--- config.mk ---
export PLATFORM = sky130hd
export DESIGN_NAME = led_blink_arbiter
export DESIGN_NICKNAME = d
export VERILOG_FILES = /design/src/rtl/led_blink_arbiter.sv
export SDC_FILE = /design/constraint.sdc
export NUM_CORES = 1
export LEC_CHECK = 0
export BUFFER_PORTS_ARGS = -buffer_cell sky130_fd_sc_hd__buf_2
export CAP_MARGIN = 0
export CORE_AREA = 2 2 60 62
export CTS_CLUSTER_SIZE = 12
export DETAILED_ROUTE_END_ITERATION = 8
export DIE_AREA = 0 0 62 64
export HOLD_SLACK_MARGIN = 0.06
export PLACE_DENSITY_LB_ADDON = 0.3
export SLEW_MARGIN = 40
export SYNTH_ARGS = -nofsm -noshare
export SYNTH_HDL_FRONTEND = slang
export SYNTH_SLANG_ARGS = --single-unit
--- constraint.sdc ---
create_clock -name clk -period 2.5 [get_ports clk]
set_input_delay 0.125 -clock clk [delete_from_list [all_inputs] [get_ports clk]]
set_output_delay 0.125 -clock clk [all_outputs]
set_load 0.02 [all_outputs]
--- src/rtl/led_blink_arbiter.sv ---
// Round-robin arbiter sharing one LED blinker among N_REQ requesters. Each grant gets a fixed hold
// window followed by a dark gap. Define LED_ARB_PRIO_EN to make requester 0 urgent and preemptive.
module led_blink_arbiter #(
  parameter int unsigned N_REQ       = 4,
  parameter int unsigned HOLD_CYCLES = 25000,
  parameter int unsigned GAP_CYCLES  = 1250,
  parameter int unsigned CNT_W       = 16
) (
  input  logic                 clk,
  input  logic                 reset,
  input  logic [N_REQ-1:0]     req,
  input  logic [2*N_REQ-1:0]   rate,
  output logic [N_REQ-1:0]     grant,
  output logic [N_REQ-1:0]     done,
  output logic                 led_enable,
  output logic                 led_sel0,
  output logic                 led_sel1,
  output logic                 busy
);

  localparam int unsigned PTR_W = (N_REQ > 1) ? $clog2(N_REQ) : 1;
  localparam logic [CNT_W-1:0] HOLD_LAST = CNT_W'(HOLD_CYCLES - 1);
  // Wraps when GAP_CYCLES is 0, but GAP is never entered in that configuration.
  localparam logic [CNT_W-1:0] GAP_LAST  = CNT_W'(GAP_CYCLES - 1);
  localparam logic [PTR_W-1:0] PTR_LAST  = PTR_W'(N_REQ - 1);

  typedef enum logic [1:0] {StIdle, StHold, StGap} state_e;

  state_e             state_q, state_d;
  logic [CNT_W-1:0]   cnt_q, cnt_d;
  logic [PTR_W-1:0]   ptr_q, ptr_d;
  logic [N_REQ-1:0]   grant_q, grant_d;
  logic [N_REQ-1:0]   done_q, done_d;
  logic               en_q, en_d;
  logic [1:0]         sel_q, sel_d;  // {sel0, sel1}
  logic               busy_q;

  logic               hi_found, lo_found;
  logic [PTR_W-1:0]   hi_idx, lo_idx, win_idx, win_next;
  logic [N_REQ-1:0]   win_onehot;
  logic [1:0]         win_rate;
  logic               owner_req;

  // Round-robin pick: lowest asserted index at or above ptr, else lowest below ptr.
  always_comb begin
    hi_found = 1'b0;
    lo_found = 1'b0;
    hi_idx   = '0;
    lo_idx   = '0;
    for (int j = N_REQ - 1; j >= 0; j--) begin
      if (req[j]) begin
        if (PTR_W'(j) >= ptr_q) begin
          hi_found = 1'b1;
          hi_idx   = PTR_W'(j);
        end else begin
          lo_found = 1'b1;
          lo_idx   = PTR_W'(j);
        end
      end
    end
    win_idx = hi_found ? hi_idx : lo_idx;
`ifdef LED_ARB_PRIO_EN
    if (req[0]) win_idx = '0;
`endif
    win_next = (win_idx == PTR_LAST) ? '0 : win_idx + 1'b1;
  end

  always_comb begin
    win_onehot = '0;
    win_rate   = 2'b00;
    for (int j = 0; j < N_REQ; j++) begin
      if (PTR_W'(j) == win_idx) begin
        win_onehot[j] = 1'b1;
        win_rate      = rate[2*j +: 2];
      end
    end
  end

  assign owner_req = |(req & grant_q);

  always_comb begin
    state_d = state_q;
    cnt_d   = cnt_q;
    ptr_d   = ptr_q;
    grant_d = grant_q;
    done_d  = '0;
    en_d    = en_q;
    sel_d   = sel_q;
    unique case (state_q)
      StIdle: begin
        if (hi_found || lo_found) begin
          state_d = StHold;
          grant_d = win_onehot;
          en_d    = 1'b1;
          sel_d   = win_rate;
          cnt_d   = '0;
          ptr_d   = win_next;
        end
      end
      StHold: begin
`ifdef LED_ARB_PRIO_EN
        if (req[0] && !grant_q[0]) begin
          grant_d    = '0;
          grant_d[0] = 1'b1;
          sel_d      = rate[1:0];
          cnt_d      = '0;
        end else
`endif
        if (!owner_req || cnt_q == HOLD_LAST) begin
          // Early release wins over a coincident final count, so no done then.
          if (owner_req) done_d = grant_q;
          grant_d = '0;
          en_d    = 1'b0;
          cnt_d   = '0;
          state_d = (GAP_CYCLES == 0) ? StIdle : StGap;
        end else begin
          cnt_d = cnt_q + 1'b1;
        end
      end
      StGap: begin
`ifdef LED_ARB_PRIO_EN
        if (req[0]) begin
          grant_d    = '0;
          grant_d[0] = 1'b1;
          en_d       = 1'b1;
          sel_d      = rate[1:0];
          cnt_d      = '0;
          state_d    = StHold;
        end else
`endif
        if (cnt_q == GAP_LAST) begin
          cnt_d   = '0;
          state_d = StIdle;
        end else begin
          cnt_d = cnt_q + 1'b1;
        end
      end
      default: begin
        state_d = StIdle;
        grant_d = '0;
        en_d    = 1'b0;
        cnt_d   = '0;
      end
    endcase
  end

  always_ff @(posedge clk) begin
    if (reset) begin
      state_q <= StIdle;
      cnt_q   <= '0;
      ptr_q   <= '0;
      grant_q <= '0;
      done_q  <= '0;
      en_q    <= 1'b0;
      sel_q   <= 2'b00;
      busy_q  <= 1'b0;
    end else begin
      state_q <= state_d;
      cnt_q   <= cnt_d;
      ptr_q   <= ptr_d;
      grant_q <= grant_d;
      done_q  <= done_d;
      en_q    <= en_d;
      sel_q   <= sel_d;
      busy_q  <= (state_d != StIdle);
    end
  end

  assign grant      = grant_q;
  assign done       = done_q;
  assign led_enable = en_q;
  assign led_sel0   = sel_q[1];
  assign led_sel1   = sel_q[0];
  assign busy       = busy_q;

  grant_onehot_a: assert property (@(posedge clk) disable iff (reset) $onehot0(grant));
  enable_grant_a: assert property (@(posedge clk) disable iff (reset) led_enable == (|grant));

endmodule
# Word-level counts from Yosys, hierarchy flattened
# Index checks and enable logic that the tools add are counted.
[classes]
n_addsub = 2
order_cmp = 4
eq_ne = 10
mux = 56
bitwise = 5
reduce_logical = 10
[op_table]
columns = ["operator", "count"]
rows = [
  ["two-way mux 2 bit", 25],
  ["two-way mux 16 bit", 3],
  ["case mux 16 bit (3 select lines)", 1],
  ["two-way mux 1 bit", 22],
  ["adder 16 x 1 -> 16 bit (second input constant)", 1],
  ["equality test 16 x 11 -> 1 bit (second input constant)", 1],
  ["equality test 16 x 15 -> 1 bit (second input constant)", 1],
  ["case mux 4 bit (3 select lines)", 1],
  ["two-way mux 4 bit", 2],
  ["OR reduction 4 bit", 2],
  ["case mux 2 bit (3 select lines)", 1],
  ["bitwise AND 4 bit", 1],
  ["equality test 2 bit (first input constant)", 2],
  ["equality test 2 bit (second input constant)", 2],
  [">= comparator 1 x 2 -> 1 bit (first input constant)", 2],
  [">= comparator 2 bit (first input constant)", 2],
  ["zero test 2 bit", 2],
  ["inequality test 2 bit (second input constant)", 2],
  ["inverter 1 bit", 4],
  ["case mux 1 bit (3 select lines)", 1],
  ["AND reduction 3 bit", 1],
  ["adder 2 x 1 -> 2 bit (second input constant)", 1],
  ["equality test 1 x 2 -> 1 bit (first input constant)", 1],
  ["equality test 2 x 1 -> 1 bit (second input constant)", 1],
  ["other kinds (4)", 5],
]
[totals]
reg_bits = 32
output_inout_bits = 12
word_cells = 95

# Logic depth before layout (Yosys ltp)
[depth]
ltp_word = 15
ltp_mapped = 11
ltp_nobuf = 11

# Worst setup path after synthesis
# Ideal clock, no wire load.
[synth_path]
kind = "register to register"
startpoint = "register state_q[1]"
endpoint = "register cnt_q[13]"
arrival_time_ns = 1.659
setup_slack_ns = 0.722
stages_incl_launch_ff = 8
n_path_buf = 1
cell_sequence = "dfxtp_1 inv_1 ha_1 clkbuf_2 a2111oi_4 nand4_1 xor2_1 nor2_4"
[synth_between]
elab_chain_cells = 2
word_cells_on_any_way = 5
cone_classes = "eq/ne: 3; mux: 1; reduce/logical: 1"
[synth_rtl]
columns = ["item", "line_no", "text"]
rows = [
  ["start, declared", "29", "state_e state_q, state_d;"],
  ["start signal, assigned", "149", "state_q <= StIdle;"],
  ["start signal, assigned", "158", "state_q <= state_d;"],
  ["equality test 2 bit, or another cell as far along", "89", "unique case (state_q)"],
  ["case mux 16 bit (3 select lines) / inequality test 2 bit (equally long branches)", "--", ""],
  ["end signal, assigned", "159", "cnt_q <= cnt_d;"],
  ["end, declared", "30", "logic [CNT_W-1:0] cnt_q, cnt_d;"],
]
# Several ways; a longest one is shown, not always the timed one.
# A chain may end at the register's enable or synchronous reset.

# Final worst setup path
# Same ends and word-level chain as after synthesis.

==> metrics.txt <==
outcome completed; total negative slack 0 ns; Required @ worst endpoint 2.73 ns; post-route clock period utilization 0.8023; HPWL Detailed 2720 um; Gate Count Post-Synth 189; worst reg2reg path depth 6; Hold Path End led_enable; Synth top cells by count dfxtp_1, nor2_1, a21oi_1, nand2_1, inv_1; vias in the first global route 1376; FILL cells 281; Cell variety after synth 48; post-cts sizing count 0; syn avg cell area 9.559 um2; final hold vios 0; CP Class reg -> reg; Startpoint Class register; RSZ-0062 raised after global routing no; DRT Pass-1 Iters 5; maximum VDD drop 314.8 uV; Synthesized Nets 213; Longest Clk Path Bufs 2; die height 64 um; Hold Crit Class in -> reg; Root Buffer clkbuf_4; power per cell area 620.4 nW/um2; Slew HR 0.6192; Yosys top cell area share 0.3546; first-pass GRT wire length 6175 um; gr usage total 0.2102; initial antenna violation count 0; Final Critical Period 2.006 ns; Main synth FF type dfxtp_1; via/cell ratio 5.485; GPL Wtd Cong 0.8316; Ant. Diodes 0; P&R area growth vs syn 11.50%; Worst Setup End Kind register; post-route ant nets 0; Seq/Total Area, Yosys 0.3546; count leader, synth dfxtp_1; Initial Util 0.5501; clock-pin slew on the worst setup and hold paths 0.10 ns; hold buffer count at cts 0; number of setup buffers added after CTS 0; Core Rows 21; initial drt markers 86; clk sink count 32; total CTS buffers 5; Vias 1437; CP arrival 2.23 ns; synthesized cell area 1807 um2; Static Leak 0.7780 nW; max-slew violations 0; Synth warnings 0; Setup Skew 0.01317 ns; Final setup violation count 0; number of synthesized flops with an enable pin 0; Boundary Pins 26; R2R Path End cnt_q[13]; WL per Instance 13.64 um; htree depth 2; Worst Min Path Start reset; Congestion Overflow GR 0; Max FO, Critical Path 8; top post-synthesis cells by area dfxtp_1, ha_1, nor2_4; FF-to-FF setup slack 0.49 ns; Synth area leader dfxtp_1; number of I/O port buffers 25; layout cells sized above 1 0.2454; max cap viols 0; core footprint 3284 um2; worst flop-to-flop path startpoint state_q[1]; largest net degree at the start of global routing 17; drc violations 0; ys async rst share 0; FF+latch count, synth 32; WL final 3574 um; Hold Crit Depth 2; nets 240; Chip Width 62 um; slew of the pin with the lowest slew margin 0.5669 ns; final core utilization 0.6133; die footprint 3968 um2; clk_lat worst skew 0.33 ns; CTS tree built; fmax 498.6 MHz
## cell families after synthesis
kind of cell | synth area share
XOR/XNOR | 0.07272
flip-flops | 0.3546
buffers and inverters | 0.04501
AO/OA/AOI/OAI | 0.1849
adder cells (fa/ha/maj) | 0.06925
AND/OR/NAND/NOR | 0.2735
## power breakdown
part	switching (mW)	internal, mW	leakage (nW)
Clock	0.161	0.159	0.0374
Sequential	0.0329	0.548	0.260
Combinational	0.213	0.136	0.480
## placed cells by master (no fill, tap or decap), types with 2 or more instances in the layout
| cell | instances |
|---|---|
| and3_1 | 5 |
| a22o_1 | 2 |
| xor2_1 | 8 |
| nand4_1 | 7 |
| and2_1 | 6 |
| nor2_1 | 17 |
| clkbuf_8 | 2 |
| a211oi_2 | 3 |
| and4_1 | 2 |
| nor2_4 | 8 |
| nand2_1 | 12 |
| a2111oi_4 | 2 |
| o21a_1 | 3 |
| nand3b_1 | 2 |
| xnor2_1 | 7 |
| nand3_1 | 2 |
| dfxtp_1 | 32 |
| a211oi_1 | 2 |
| ha_1 | 10 |
| o211ai_1 | 2 |
| a21oi_1 | 12 |
| nor3_1 | 3 |
| o22ai_1 | 2 |
| nor2_2 | 2 |
| clkbuf_4 | 5 |
| inv_1 | 11 |
| buf_2 | 25 |
| a22oi_1 | 4 |
## flip-flops by register name, summed over array words and instances (netlist names)
signal      flops
sel_q           2
cnt_q          16
led_enable      1
busy            1
done            4
grant           4
state_q         2
ptr_q           2
## worst max-delay path by stage
stage	from	end	slack, ns	cells past startpoint
2_1_floorplan	state_q[1]	cnt_q[13]	0.72	7
3_3_place_gp	state_q[1]	cnt_q[13]	0.56	6
3_5_place_dp	state_q[1]	cnt_q[13]	0.48	6
4_1_cts	state_q[1]	cnt_q[13]	0.47	6
5_1_grt	ptr_q[0]	sel_q[1]	0.25	10
6_report	state_q[1]	cnt_q[13]	0.49	6
## metrics by stage
step / hold WS (ns) / std cells / setup WS (ns) / instance area [um2] / power [mW]
finish: 0.1616 / 262 / 0.4942 / 2014 / 1.250
global route: 0.1793 / 262 / 0.2499 / 2014 / 1.336
CTS: 0.1449 / 262 / 0.4721 / 2014 / 1.258
detailed placement: 0.4834 / 255 / 0.4824 / 1949 / 0.9368
global placement: 0.4754 / 255 / 0.5574 / 1949 / 0.9252
floorplan: 0.2026 / 189 / 0.7225 / 1807 / 0.8498
## worst max-delay path: stages, from the launching register on
cell and delay [ns]:
dfxtp_1 0.40, inv_1 0.12, ha_1 0.36, a2111oi_4 0.54, nand4_1 0.19, xor2_1 0.26, nor2_4 0.03
## final cells by class
cell class	instances	area (um2)	area share
clock buffers	7	65.06	0.03230
flip-flops and latches	32	640.6	0.3180
well taps	46	57.56	0.02857
multi-input cells	141	1085	0.5385
inverters	11	41.29	0.02050
repair buffers	25	125.1	0.06211
## routing by layer
layer | wire length (um) | global-route usage | up-vias
met1 | 1591 | 0.2821 | 667
li1 | - | - | 727
met5 | 0 | 0 | -
met2 | 1725 | 0.3112 | 41
met4 | 27 | 0.07447 | 0
met3 | 231 | 0.06680 | 2
No activity file was read; power rests on OpenSTA's default activity.
